`config.mk`:
```
export PLATFORM = sky130hd
export DESIGN_NAME = ov_camera_emulator
export DESIGN_NICKNAME = d
export VERILOG_FILES = /design/src/rtl/ov_camera_emulator.sv
export SDC_FILE = /design/constraint.sdc
export NUM_CORES = 1
export LEC_CHECK = 0
export ABC_AREA = 1
export CAP_MARGIN = 20
export CORE_ASPECT_RATIO = 1.5
export CORE_MARGIN = 10
export CORE_UTILIZATION = 60
export CTS_CLUSTER_SIZE = 12
export DETAILED_ROUTE_END_ITERATION = 12
export PLACE_DENSITY = 0.94
export SLEW_MARGIN = 10
export SYNTH_ARGS = -nofsm -noshare
export SYNTH_HDL_FRONTEND = slang
export SYNTH_SLANG_ARGS = --single-unit
```
`constraint.sdc`:
```
create_clock -name clk_25 -period 4.9 [get_ports clk_25]
set_input_delay 0.49 -clock clk_25 [delete_from_list [all_inputs] [get_ports clk_25]]
set_output_delay 0.49 -clock clk_25 [all_outputs]
set_load 0.005 [all_outputs]
```
`src/rtl/ov_camera_emulator.sv`:
```
// OV7670 pixel-port stand-in: pclk = clk_25/2 plus v_sync, h_ref and RGB565 bytes from a test pattern.
// Video outputs are registered and only change on the clk_25 edge where pclk falls (the slot edge).
module ov_camera_emulator #(
    parameter int H_ACTIVE      = 160,
    parameter int V_ACTIVE      = 120,
    parameter int H_BLANK       = 64,
    parameter int V_SYNC_LINES  = 3,
    parameter int V_BACK_LINES  = 17,
    parameter int V_FRONT_LINES = 10
) (
    input  logic        clk_25,
    input  logic        reset_n,
    input  logic        enable,
    input  logic [1:0]  pattern_sel,
    input  logic [15:0] solid_color,
    output logic        pclk,
    output logic [7:0]  data_out,
    output logic        h_ref,
    output logic        v_sync,
    output logic        frame_done,
    output logic [7:0]  frame_count
);

    localparam int LINE_SLOTS = 2 * H_ACTIVE + H_BLANK;
    localparam int SW         = $clog2(LINE_SLOTS);
    localparam int LW         = 10;
    localparam int BAR_W      = H_ACTIVE / 8;

    localparam logic [SW-1:0] SLOT_LAST = SW'(LINE_SLOTS - 1);
    localparam logic [SW-1:0] ACT_SLOTS = SW'(2 * H_ACTIVE);
    localparam logic [7:0]    BAR_LAST  = 8'(BAR_W - 1);

    typedef enum logic [2:0] {
        S_IDLE,
        S_VSYNC,
        S_VBACK,
        S_ACTIVE,
        S_VFRONT
    } state_t;

    state_t          r_state;
    logic            r_pclk;
    logic [SW-1:0]   r_slot;
    logic [LW-1:0]   r_line;
    logic [2:0]      r_bar;
    logic [7:0]      r_bar_px;
    logic [1:0]      r_pat_sel;
    logic [15:0]     r_solid;
    logic [7:0]      r_data;
    logic            r_href;
    logic            r_vsync;
    logic            r_frame_done;
    logic [7:0]      r_frame_cnt;

    state_t          w_n_state;
    logic [SW-1:0]   w_n_slot;
    logic [LW-1:0]   w_n_line;
    logic [2:0]      w_n_bar;
    logic [7:0]      w_n_bar_px;
    logic            w_latch;
    logic [LW-1:0]   w_last_line;
    logic            w_slot_edge;
    logic            w_line_end;
    logic            w_state_end;
    logic            w_frame_end;
    logic [7:2]      w_x;
    logic [6:2]      w_y;
    logic [15:0]     w_bar_pix;
    logic [15:0]     w_pix;
    logic            w_n_href;
    logic            w_n_vsync;
    logic [7:0]      w_n_data;

    assign w_slot_edge = r_pclk;
    assign w_line_end  = (r_slot == SLOT_LAST);
    assign w_state_end = w_line_end && (r_line == w_last_line);
    // With no front porch the frame ends on the last active line.
    assign w_frame_end = w_state_end &&
                         ((r_state == S_VFRONT) || ((r_state == S_ACTIVE) && (V_FRONT_LINES == 0)));

    always_comb begin
        w_last_line = '0;
        case (r_state)
            S_VSYNC:  w_last_line = LW'(V_SYNC_LINES - 1);
            S_VBACK:  w_last_line = LW'(V_BACK_LINES - 1);
            S_ACTIVE: w_last_line = LW'(V_ACTIVE - 1);
            S_VFRONT: w_last_line = LW'(V_FRONT_LINES - 1);
            default:  ;
        endcase
    end

    always_comb begin
        w_n_state = r_state;
        w_n_slot  = r_slot;
        w_n_line  = r_line;
        w_latch   = 1'b0;
        if (r_state == S_IDLE) begin
            w_n_slot = '0;
            w_n_line = '0;
            if (enable) begin
                w_n_state = S_VSYNC;
                w_latch   = 1'b1;
            end
        end else begin
            w_n_slot = w_line_end ? '0 : r_slot + 1'b1;
            if (w_line_end) begin
                w_n_line = w_state_end ? '0 : r_line + 1'b1;
            end
            if (w_frame_end) begin
                w_n_state = enable ? S_VSYNC : S_IDLE;
                w_latch   = enable;
            end else if (w_state_end) begin
                case (r_state)
                    S_VSYNC:  w_n_state = (V_BACK_LINES > 0) ? S_VBACK : S_ACTIVE;
                    S_VBACK:  w_n_state = S_ACTIVE;
                    S_ACTIVE: w_n_state = S_VFRONT;
                    default:  w_n_state = S_IDLE;
                endcase
            end
        end
    end

    // Bar index steps when the pixel-within-bar counter wraps, avoiding a divider on x.
    always_comb begin
        w_n_bar    = r_bar;
        w_n_bar_px = r_bar_px;
        if (w_n_slot == '0) begin
            w_n_bar    = '0;
            w_n_bar_px = '0;
        end else if (!w_n_slot[0]) begin
            if (r_bar_px == BAR_LAST) begin
                w_n_bar_px = '0;
                w_n_bar    = r_bar + 1'b1;
            end else begin
                w_n_bar_px = r_bar_px + 1'b1;
            end
        end
    end

    assign w_x = 6'(w_n_slot >> 3);
    assign w_y = w_n_line[6:2];

    always_comb begin
        w_bar_pix = 16'h0000;
        case (w_n_bar)
            3'd0:    w_bar_pix = 16'hFFFF;
            3'd1:    w_bar_pix = 16'hFFE0;
            3'd2:    w_bar_pix = 16'h07FF;
            3'd3:    w_bar_pix = 16'h07E0;
            3'd4:    w_bar_pix = 16'hF81F;
            3'd5:    w_bar_pix = 16'hF800;
            3'd6:    w_bar_pix = 16'h001F;
            default: w_bar_pix = 16'h0000;
        endcase
    end

    always_comb begin
        w_pix = 16'h0000;
        case (r_pat_sel)
            2'd0:    w_pix = r_solid;
            2'd1:    w_pix = w_bar_pix;
            2'd2:    w_pix = {w_x[7:3], w_x[7:2], w_y[6:2]};
            default: w_pix = (w_x[3] ^ w_y[3]) ? 16'hFFFF : 16'h0000;
        endcase
    end

    assign w_n_href  = (w_n_state == S_ACTIVE) && (w_n_slot < ACT_SLOTS);
    assign w_n_vsync = (w_n_state == S_VSYNC);
    assign w_n_data  = !w_n_href ? 8'h00 : (w_n_slot[0] ? w_pix[7:0] : w_pix[15:8]);

    always_ff @(posedge clk_25 or negedge reset_n) begin
        if (!reset_n) begin
            r_pclk       <= 1'b0;
            r_state      <= S_IDLE;
            r_slot       <= '0;
            r_line       <= '0;
            r_bar        <= '0;
            r_bar_px     <= '0;
            r_pat_sel    <= '0;
            r_solid      <= '0;
            r_data       <= '0;
            r_href       <= 1'b0;
            r_vsync      <= 1'b0;
            r_frame_done <= 1'b0;
            r_frame_cnt  <= '0;
        end else begin
            r_pclk       <= ~r_pclk;
            // Pulse lands in the second half of the final slot, while pclk is high.
            r_frame_done <= !r_pclk && w_frame_end;
            if (!r_pclk && w_frame_end) begin
                r_frame_cnt <= r_frame_cnt + 8'd1;
            end
            if (w_slot_edge) begin
                r_state  <= w_n_state;
                r_slot   <= w_n_slot;
                r_line   <= w_n_line;
                r_bar    <= w_n_bar;
                r_bar_px <= w_n_bar_px;
                r_data   <= w_n_data;
                r_href   <= w_n_href;
                r_vsync  <= w_n_vsync;
                if (w_latch) begin
                    r_pat_sel <= pattern_sel;
                    r_solid   <= solid_color;
                end
            end
        end
    end

    assign pclk        = r_pclk;
    assign data_out    = r_data;
    assign h_ref       = r_href;
    assign v_sync      = r_vsync;
    assign frame_done  = r_frame_done;
    assign frame_count = r_frame_cnt;

endmodule
```
==> results of run 1 <==
[per-stage QoR]
step | cell area (um2) | hold WS, ps | power (mW) | worst slack [ps] | instances
after floorplan | 4170 | 194 | 0.597 | 2930 | 535
after CTS | 4790 | 377 | 1.08 | 2260 | 657
after global placement | 4590 | 462 | 0.625 | 2380 | 641
after global routing | 4790 | 409 | 1.11 | 2000 | 657
final | 4790 | 334 | 1.08 | 2220 | 657
after detailed placement | 4590 | 464 | 0.626 | 2280 | 641
[flip-flops by register name (all words and copies together), names as in the netlist]
register / cells
r_pat_sel: 2
r_bar_px: 8
pclk: 1
frame_done: 1
data_out: 8
frame_count: 8
r_state: 3
h_ref: 1
r_bar: 3
r_solid: 16
v_sync: 1
r_slot: 9
r_line: 10
[synth_stat cells (3+ instances only)]
library cell	n
dfrtp_1	71
nor2_2	4
nor2_4	4
nor3_1	11
clkbuf_1	7
o22ai_1	4
nor2_1	42
nand2_2	5
a21oi_1	21
nand3_1	35
nand3b_1	9
ha_1	5
mux2_2	10
nand3_2	5
inv_2	3
xor2_1	10
nand2_1	167
nand4_1	16
xnor2_1	5
inv_1	45
buf_4	3
o21ai_0	31
mux2_4	8
[path summary, 6_finish.rpt]
path,slack (ps),end,depth (start not counted)
max in group asynchronous,3990,r_state[0]$_DFFE_PN0P_,2
hold / removal,330,v_sync$_DFFE_PN0P_,2
hold reg to reg,470,frame_count[7]$_DFFE_PN0P_,1
setup / recovery,2220,frame_count[6]$_DFFE_PN0P_,6
setup reg to reg,2220,frame_count[6]$_DFFE_PN0P_,6
min in group clk_25,470,frame_count[7]$_DFFE_PN0P_,1
[routing by layer]
layer	vias up	routed length, um	GRT usage, %
li1	1824	-	-
met3	37	553	4.07
met4	0	395	11.1
met2	141	5510	34.9
met1	1772	3870	21.9
met5	-	0	0
[placed cells by master (no fill, tap or decap), types with 2 or more instances in the layout]
| cell type | Yosys | final |
|---|---|---|
| xnor2_1 | 5 | 5 |
| clkinvlp_4 | 0 | 2 |
| nand4_1 | 16 | 16 |
| nand2_2 | 5 | 5 |
| a21oi_1 | 21 | 21 |
| clkinv_2 | 0 | 2 |
| nand3_4 | 2 | 2 |
| nand3_2 | 5 | 5 |
| o22ai_1 | 4 | 4 |
| nor3_1 | 11 | 11 |
| clkdlybuf4s50_1 | 0 | 39 |
| nand3b_1 | 9 | 9 |
| inv_1 | 45 | 45 |
| o21ai_0 | 31 | 31 |
| mux2_4 | 8 | 8 |
| nor2_2 | 4 | 4 |
| nor2_4 | 4 | 4 |
| ha_1 | 5 | 5 |
| inv_2 | 3 | 3 |
| nand3_1 | 35 | 35 |
| nor2_1 | 42 | 42 |
| nand2_1 | 167 | 167 |
| o31ai_1 | 2 | 2 |
| xor2_1 | 10 | 10 |
| dfrtp_1 | 71 | 71 |
| a31oi_1 | 2 | 2 |
| clkbuf_8 | 0 | 9 |
| mux2_2 | 10 | 10 |
[cell families (layout without fill, tap and decap cells)]
family / Yosys count / after routing / synth area share [%]
AND/OR/NAND/NOR: 302 / 302 / 33.1
flip-flops: 71 / 71 / 42.6
AO/OA/AOI/OAI: 62 / 62 / 7.80
buffers and inverters: 62 / 106 / 6.24
multiplexers: 18 / 18 / 5.58
XOR/XNOR: 15 / 15 / 3.15
adder cells (fa/ha/maj): 5 / 5 / 1.50
[power by group through the flow]
stage               clock network [mW]  logic [mW]  registers [mW]
finish                           0.465      0.0276           0.585
global route                     0.496      0.0309           0.585
CTS                              0.469      0.0288           0.585
detailed placement                   0      0.0288           0.597
global placement                     0      0.0277           0.597
floorplan                            0    0.000262           0.597
[critical path, stage by stage (launching register included)]
cell,delay [ps]
dfrtp_1,810
clkinv_1,970
nand2_2,410
nor2_2,80
nand3_2,90
nor2_2,40
xor2_1,140
[layout make-up]
cell class,count,share of cell area [%]
Timing Repair Buffer,41,8.41
Multi-Input combinational cell,402,44.5
Tap cell,78,2.04
Sequential cell,71,37.1
Inverter,49,3.84
Clock inverter,7,1.51
Clock buffer,9,2.59
==> impl_metrics.ini, run 1 <==
[worst_setup_path]
critPathLaunch = pclk$_DFF_PN0_
reg2reg_from = pclk$_DFF_PN0_
cp.required_ps = 5140
end_kind = register
criticalPathCategory = register to register
crit_fanout = 36
cp.arrival_ps = 2910
startpoint_type = register

[synthesis]
async_reset_ff_share_pct = 100
ys_types = 33
synth_fp_nets = 561
synth_warnings = 0
yosysSeqAreaShare_pct = 42.6
synth_edf_count = 0
synthFlopType = dfrtp_1
synth_top_cell_by_area = dfrtp_1
postSynthCellCount = 535
netlist_area_um2 = 4170
avgSynthCellArea_um2 = 7.79
synth_seq_cells = 71
synthTopCellsByArea = dfrtp_1 (43%), nand2_1 (15%), nand3_1 (4.2%), inv_1 (4.1%), nor2_1 (3.8%)
synth_top_area_share_pct = 42.6

[clock_tree]
clk_latency_ps = 360
clk_pin_slew_worst_paths_ps = 80
post_cts.repair.setup_buffers = 0
root_buffer = clkbuf_8
clock-sinks = 71
postCtsHoldBufs = 0
cts_tree = done
htreeDepth = 3
cts_resized = 0
max-clock-path-buffers = 2
cts_buffers = 9

[sta]
max_freq_ghz = 0.374
period_share_pct = 54.6
setup_viol = 0
setup-tns-final_ps = 0
grt_setup_unrepaired = no
max_slew_margin_pct = 35.0
skew_ps = 7.20
fin_crit_ps = 2680
hold_viol = 0
maxSlewViolCount = 0
worst_pin_slew_ps = 972

[die]
die_x_um = 88.1
pin_count = 41
fp.dieH_um = 122
coreArea_um2 = 6810
dieArea_um2 = 10800
std_cell_rows = 37
start_util_pct = 61.3

[route]
firstDrtPassIters = 6
avgRoutedWirePerCell_um = 15.7
ant_nets = 0
post-route-drc-count = 0
first_iter_violations = 286
vias_per_cell = 5.74
drt_wl_total_um = 10300
via_count = 3774

[power_and_ir_drop]
p_int_uw = 835
combinationalPowerShare_pct = 2.6
pwr-share-clk_pct = 43.2
seq_power_share_pct = 54.3
power.switching_uw = 244
irDropWorstVdd_mv = 0.207
power_density_nw_per_um2 = 225
p_leak_nw = 2.35
swShare_pct = 22.6

[final_layout]
multi_input_area_um2 = 2130
n_fill_cell = 506
drive_gt1_share_pct = 10.4
area_delta_synth_final_pct = 14.9
diodes = 0
fin_util_pct = 70.4
nets = 600
seqCellArea_um2 = 1780

[global_routing]
antenna_found_initial = 0
grt_pass1_vias = 3793
grt_usage_pct = 20.0
grt_pass1_wl_um = 17400
grt_start_max_net_pins = 72
grt_overflow_total = 0

[placed_design]
dp_hpwl_um = 7660
portBuffers = 40
gp_congestion = 0.949

[flow_run]
drv_cap = 0

[min_path]
hp-class = input pin to async pin

[run_status]
outcome = finished, final reports clean
Power figures use the tool's default switching activity.
==> inputs of run 2 (changes only) <==
--- a/config.mk
+++ b/config.mk
@@ -9,10 +9,10 @@
 export CAP_MARGIN = 20
 export CORE_ASPECT_RATIO = 1.5
 export CORE_MARGIN = 10
-export CORE_UTILIZATION = 60
+export CORE_UTILIZATION = 58
 export CTS_CLUSTER_SIZE = 12
 export DETAILED_ROUTE_END_ITERATION = 12
-export PLACE_DENSITY = 0.94
+export PLACE_DENSITY = 0.92
 export SLEW_MARGIN = 10
 export SYNTH_ARGS = -nofsm -noshare
 export SYNTH_HDL_FRONTEND = slang
==> constraint.sdc (replaced) <==
create_clock -name clk_25 -period 2.6 [get_ports clk_25]
set_input_delay 0.26 -clock clk_25 [delete_from_list [all_inputs] [get_ports clk_25]]
set_output_delay 0.26 -clock clk_25 [all_outputs]
set_load 0.005 [all_outputs]
==> run 2 against run 1 <==
Effect of this change: the run now ends with negative hold slack left; largest cell class unchanged; setup slack got worse by 2100 ps; largest power group unchanged; core utilization about the same; global-route usage increased by 0.25 points; sequential cell count did not move; cell area up 2.1%; power rose by 99%; non-clock buffer count up 6; sequential share of layout area down 0.76 points.
==> impl_metrics.ini, run 2 (same netlist as run 1, synthesis figures left out) <==
[sta]
holdWs_ps = -0.156
fin_crit_ps = 2450
max_freq_ghz = 0.408
setup_viol = 0
max_slew_margin_pct = 44.9
hold_viol = 1
period_share_pct = 94.3
fin_ws_ps = 149
worst_pin_slew_ps = 827
maxSlewViolCount = 0
skew_ps = 12.0

[worst_setup_path]
startpoint_type = register
cp_slowest_cell = dfrtp_1
cpPeakStageDelay_ps = 420
cp.required_ps = 2890
reg2reg_from = r_slot[1]$_DFFE_PN0P_
end_kind = register
worstPathCellList = ha_1, nand2_1, nor2_4, or2_2, nand3_1, nand2_1, nor2_1, nand3_2, nand2_1, nand2_1, nand3b_1, nand2_1, nand2_1, nand2_1, nand2_1
crit_top_cell = nand2_1
cp.arrival_ps = 2750
critPathLaunch = r_slot[1]$_DFFE_PN0P_
rr_worst_depth = 15
criticalPathCategory = register to register
crit_fanout = 6

[power_and_ir_drop]
p_leak_nw = 2.40
p_int_mw = 1.69
power_density_nw_per_um2 = 440
pwr-share-clk_pct = 46.1
irDropWorstVdd_mv = 0.588
seq_power_share_pct = 51.3
combinationalPowerShare_pct = 2.6
swShare_pct = 21.2
power.switching_uw = 456

[die]
dieArea_um2 = 11100
fp.dieH_um = 124
std_cell_rows = 37
pin_count = 41
die_x_um = 89.2
coreArea_um2 = 6940
start_util_pct = 60.1

[placed_design]
dp_hpwl_um = 7960
portBuffers = 40
dpl-instance-area_um2 = 4650
post-place-ws_ps = 197
gp_congestion = 0.884

[route]
first_iter_violations = 263
firstDrtPassIters = 6
via_count = 3924
ant_nets = 0
post-route-drc-count = 0
drt_wl_total_um = 10900
avgRoutedWirePerCell_um = 16.5
vias_per_cell = 5.93

[global_routing]
grt_pass1_vias = 3878
antenna_found_initial = 0
grt_overflow_total = 0
grt_start_max_net_pins = 37
grt_pass1_wl_um = 17900
grt_usage_pct = 20.3

[final_layout]
fin_util_pct = 70.4
layout_common_cells = nand2_1 (166), dfrtp_1 (71), inv_1 (45)
final_common_cell = nand2_1
n_fill_cell = 498
largest_register = r_solid
largest_reg_flops = 16
area_delta_synth_final_pct = 17.3
drive_gt1_share_pct = 11.5
nets = 606
diodes = 0
final_area_um2 = 4890
reg_top3 = r_solid: 16 flops, r_line: 10 flops, r_slot: 9 flops

[flow_run]
drv_cap = 0

[clock_tree]
clk_latency_ps = 350
root_buffer = clkbuf_8
cts_buffers = 9
cts_tree = done
max-clock-path-buffers = 2
clk_pin_slew_worst_paths_ps = 80
postCtsHoldBufs = 0
htreeDepth = 3
clock-sinks = 71

[run_status]
failed_checks = negative hold slack
outcome = complete, but fails checks

[min_path]
hp-class = input pin to async pin
## run 2: metal layers
metal | wire length (um) | GRT usage (%) | vias to the layer above
met3 | 541 | 3.92 | 50
met5 | 0 | 0 | -
li1 | - | - | 1842
met1 | 3980 | 21.8 | 1848
met4 | 495 | 11.3 | 0
met2 | 5900 | 36.0 | 184
## run 2: cell type report
| cell class | instances | area [um2] | share of cell area, % |
|---|---|---|---|
| Tap cell | 78 | 97.6 | 2.00 |
| Sequential cell | 71 | 1780 | 36.3 |
| Inverter | 49 | 184 | 3.76 |
| Clock buffer | 10 | 138 | 2.81 |
| Clock inverter | 5 | 81.3 | 1.66 |
| Multi-Input combinational cell | 402 | 2150 | 44.0 |
| Timing Repair Buffer | 47 | 460 | 9.41 |
## run 2: path summary, 6_finish.rpt
check                                              to  slack (ps)
setup / recovery              data_out[0]$_DFFE_PN0P_         150
hold reg to reg            frame_count[7]$_DFFE_PN0P_         470
setup reg to reg              data_out[0]$_DFFE_PN0P_         150
hold / removal                  r_slot[2]$_DFFE_PN0P_        -0.2
min in group clk_25        frame_count[7]$_DFFE_PN0P_         470
max in group asynchronous              pclk$_DFF_PN0_        1920
## run 2: repair_timing
item                       CTS  global route
setup endpoints to repair    0            26
resized for setup            0             4
setup buffers                0             0
## run 2: worst max-delay path: cells and delay by family (launching register included)
family,cells,cell delay [ps]
fa+ha+maj,1,200
flops,1,420
simple gates,14,1760
## run 2: power groups by stage
stage               Combinational (mW)  Clock, mW  Sequential (mW)
finish                          0.0569      0.991             1.10
global route                    0.0618       1.03             1.10
CTS                             0.0585      0.995             1.10
detailed placement              0.0579          0             1.13
global placement                0.0562          0             1.13
floorplan                     0.000492          0             1.13
## run 2: metrics by stage
step	instances	hold slack, ps	power [mW]	TNS [ps]
finish	662	-0.156	2.15	0
global route	662	49.6	2.20	-0.219
global placement	647	398	1.18	0
floorplan	535	-35.6	1.13	0
CTS	662	32.2	2.16	0
detailed placement	647	400	1.18	0
==> inputs of run 3 (changes only) <==
--- a/config.mk
+++ b/config.mk
@@ -8,7 +8,6 @@
 export ABC_AREA = 1
 export CAP_MARGIN = 20
 export CORE_ASPECT_RATIO = 1.5
-export CORE_MARGIN = 10
 export CORE_UTILIZATION = 58
 export CTS_CLUSTER_SIZE = 12
 export DETAILED_ROUTE_END_ITERATION = 12
==> run 3 against run 2 <==
Effect of this change: the run ends with design-rule violations left; via count increased by 0.66%; highest routed layer unchanged; clock power is 2.8% lower; clock-buffer cell count fell by 1; critical path type unchanged; global-route usage increased by 11 points; critical path depth shrank 1; setup slack improved by 89 ps; non-clock buffer count up 2.
==> impl_metrics.ini, run 3 (same netlist as run 1, synthesis figures left out) <==
[run_status]
outcome = complete, but fails checks
failed_checks = design-rule violations

[power_and_ir_drop]
combinationalPowerShare_pct = 2.7
seq_power_share_pct = 52.0
irDropWorstVdd_mv = 0.599
pwr-share-clk_pct = 45.3
swShare_pct = 21.6
p_leak_nw = 2.41
total_power_mw = 2.12
power_density_nw_per_um2 = 434
power.switching_uw = 458
p_int_mw = 1.67

[route]
first_iter_violations = 361
firstDrtPassIters = 12
vias_per_cell = 5.95
drt_wl_total_um = 10500
ant_nets = 0
avgRoutedWirePerCell_um = 15.9
via_count = 3950
post-route-drc-count = 1

[global_routing]
grt_pass1_vias = 3956
grt_overflow_total = 0
grt_usage_pct = 31.1
grt_start_max_net_pins = 72
antenna_found_initial = 0
grt_pass1_wl_um = 18100

[clock_tree]
root_buffer = clkbuf_8
clk_latency_ps = 370
htreeDepth = 3
clock-sinks = 71
cts_tree = done
post_cts.repair.setup_buffers = 0
clk_pin_slew_worst_paths_ps = 80
max-clock-path-buffers = 2
cts_buffers = 9

[worst_setup_path]
path_depth = 14
crit_buf_inv = 1
cp.arrival_ps = 2610
crit_top_cell = nand2_1
cp.required_ps = 2850
rr_worst_depth = 14
cpPeakStageDelay_ps = 510
worstPathCellList = nor2_4, nand2_2, inv_2, nand2_1, nand2_1, nor2_1, nand3_1, nor2_2, nor2_1, nand3b_1, a21oi_1, nor2_4, nand2_1, nand2_1
cp_slowest_cell = dfrtp_1
startpoint_type = register
r2r_slack_ps = 240
crit_fanout = 8
criticalPathCategory = register to register
cpLargestDelayFamily = simple AND/OR/NAND/NOR gates
end_kind = register

[sta]
setup_viol = 0
fin_ws_ps = 237
max_slew_margin_pct = 64.1
fin_crit_ps = 2360
period_share_pct = 90.9
holdWs_ps = 447
maxSlewViolCount = 0
hold_viol = 0
skew_ps = 15.4
worst_pin_slew_ps = 535
grt_setup_unrepaired = no
max_freq_ghz = 0.423
setup-tns-final_ps = 0

[die]
die_x_um = 71.2
fp.dieH_um = 106
pin_count = 41
std_cell_rows = 37
dieArea_um2 = 7540
coreArea_um2 = 6900
start_util_pct = 60.5

[placed_design]
portBuffers = 40
gp_congestion = 0.930
placed_cells = 648
post-place-ws_ps = 202
dpl-instance-area_um2 = 4660
dp_hpwl_um = 7350

[final_layout]
fin_util_pct = 70.9
nets = 608
largest_reg_flops = 16
area_delta_synth_final_pct = 17.3
multi_input_area_um2 = 2150
n_fill_cell = 479
diodes = 0
final_common_cell = nand2_1
final_area_um2 = 4890
drive_gt1_share_pct = 11.6
largest_register = r_solid
reg_top3 = r_solid: 16 flops, r_line: 10 flops, r_slot: 9 flops
finalNonFillerCells = 664
layout_common_cells = nand2_1 (166), dfrtp_1 (71), inv_1 (45)
seqCellArea_um2 = 1780

[flow_run]
drv_cap = 0

[min_path]
hp-class = input pin to async pin
[run 3: cell count changes in the layout (fill, tap and decap cells not counted)]
cell	previous run	this run
inv_6	1	0
buf_4	6	7
clkinv_4	0	1
clkinv_2	1	2
nand3_2	3	4
clkbuf_8	10	9
dlygate4sd3_1	0	1
nand3_4	4	3
[run 3: power groups by stage]
stage	Combinational [mW]	Clock [mW]	Sequential [mW]
floorplan	0.000492	0	1.13
global placement	0.0556	0	1.13
detailed placement	0.0578	0	1.13
CTS	0.0593	0.969	1.10
global route	0.0636	1.01	1.10
finish	0.0573	0.963	1.10
[run 3: area by class of cell]
cell class	instances	share of cell area, %
Timing Repair Buffer	49	9.77
Clock inverter	6	1.76
Inverter	49	3.76
Tap cell	78	1.99
Clock buffer	9	2.53
Sequential cell	71	36.3
Multi-Input combinational cell	402	43.9
[run 3: worst paths after layout]
path,from,endpoint
worst max-delay path,r_state[0]$_DFFE_PN0P_,data_out[2]$_DFFE_PN0P_
worst min-delay path,reset_n,r_slot[1]$_DFFE_PN0P_
worst max register to register,r_state[0]$_DFFE_PN0P_,data_out[2]$_DFFE_PN0P_
worst min register to register,frame_count[7]$_DFFE_PN0P_,frame_count[7]$_DFFE_PN0P_
max in group asynchronous,reset_n,data_out[4]$_DFFE_PN0P_
min in group clk_25,frame_count[7]$_DFFE_PN0P_,frame_count[7]$_DFFE_PN0P_
[run 3: timing repair]
action / in CTS / in global routing
hold endpoints to repair: 71 / 0
resized for setup: 0 / 3
endpoints found under the setup margin: 0 / 25
hold buffers: 1 / 0
[run 3: metal layers]
| metal | track usage (%) | wire, um | vias up |
|---|---|---|---|
| met2 | 52.6 | 5580 | 204 |
| met1 | 37.1 | 3980 | 1836 |
| met4 | 19.3 | 475 | 0 |
| met5 | 0 | 0 | - |
| li1 | - | - | 1853 |
| met3 | 3.54 | 514 | 57 |
[run 3: worst register-to-register path, cell delays in order (launching register included)]
cell,delay [ps]
dfrtp_1,510
nor2_4,180
nand2_2,110
inv_2,110
nand2_1,80
nand2_1,60
nor2_1,40
nand3_1,90
nor2_2,60
nor2_1,310
nand3b_1,120
a21oi_1,340
nor2_4,110
nand2_1,90
nand2_1,50
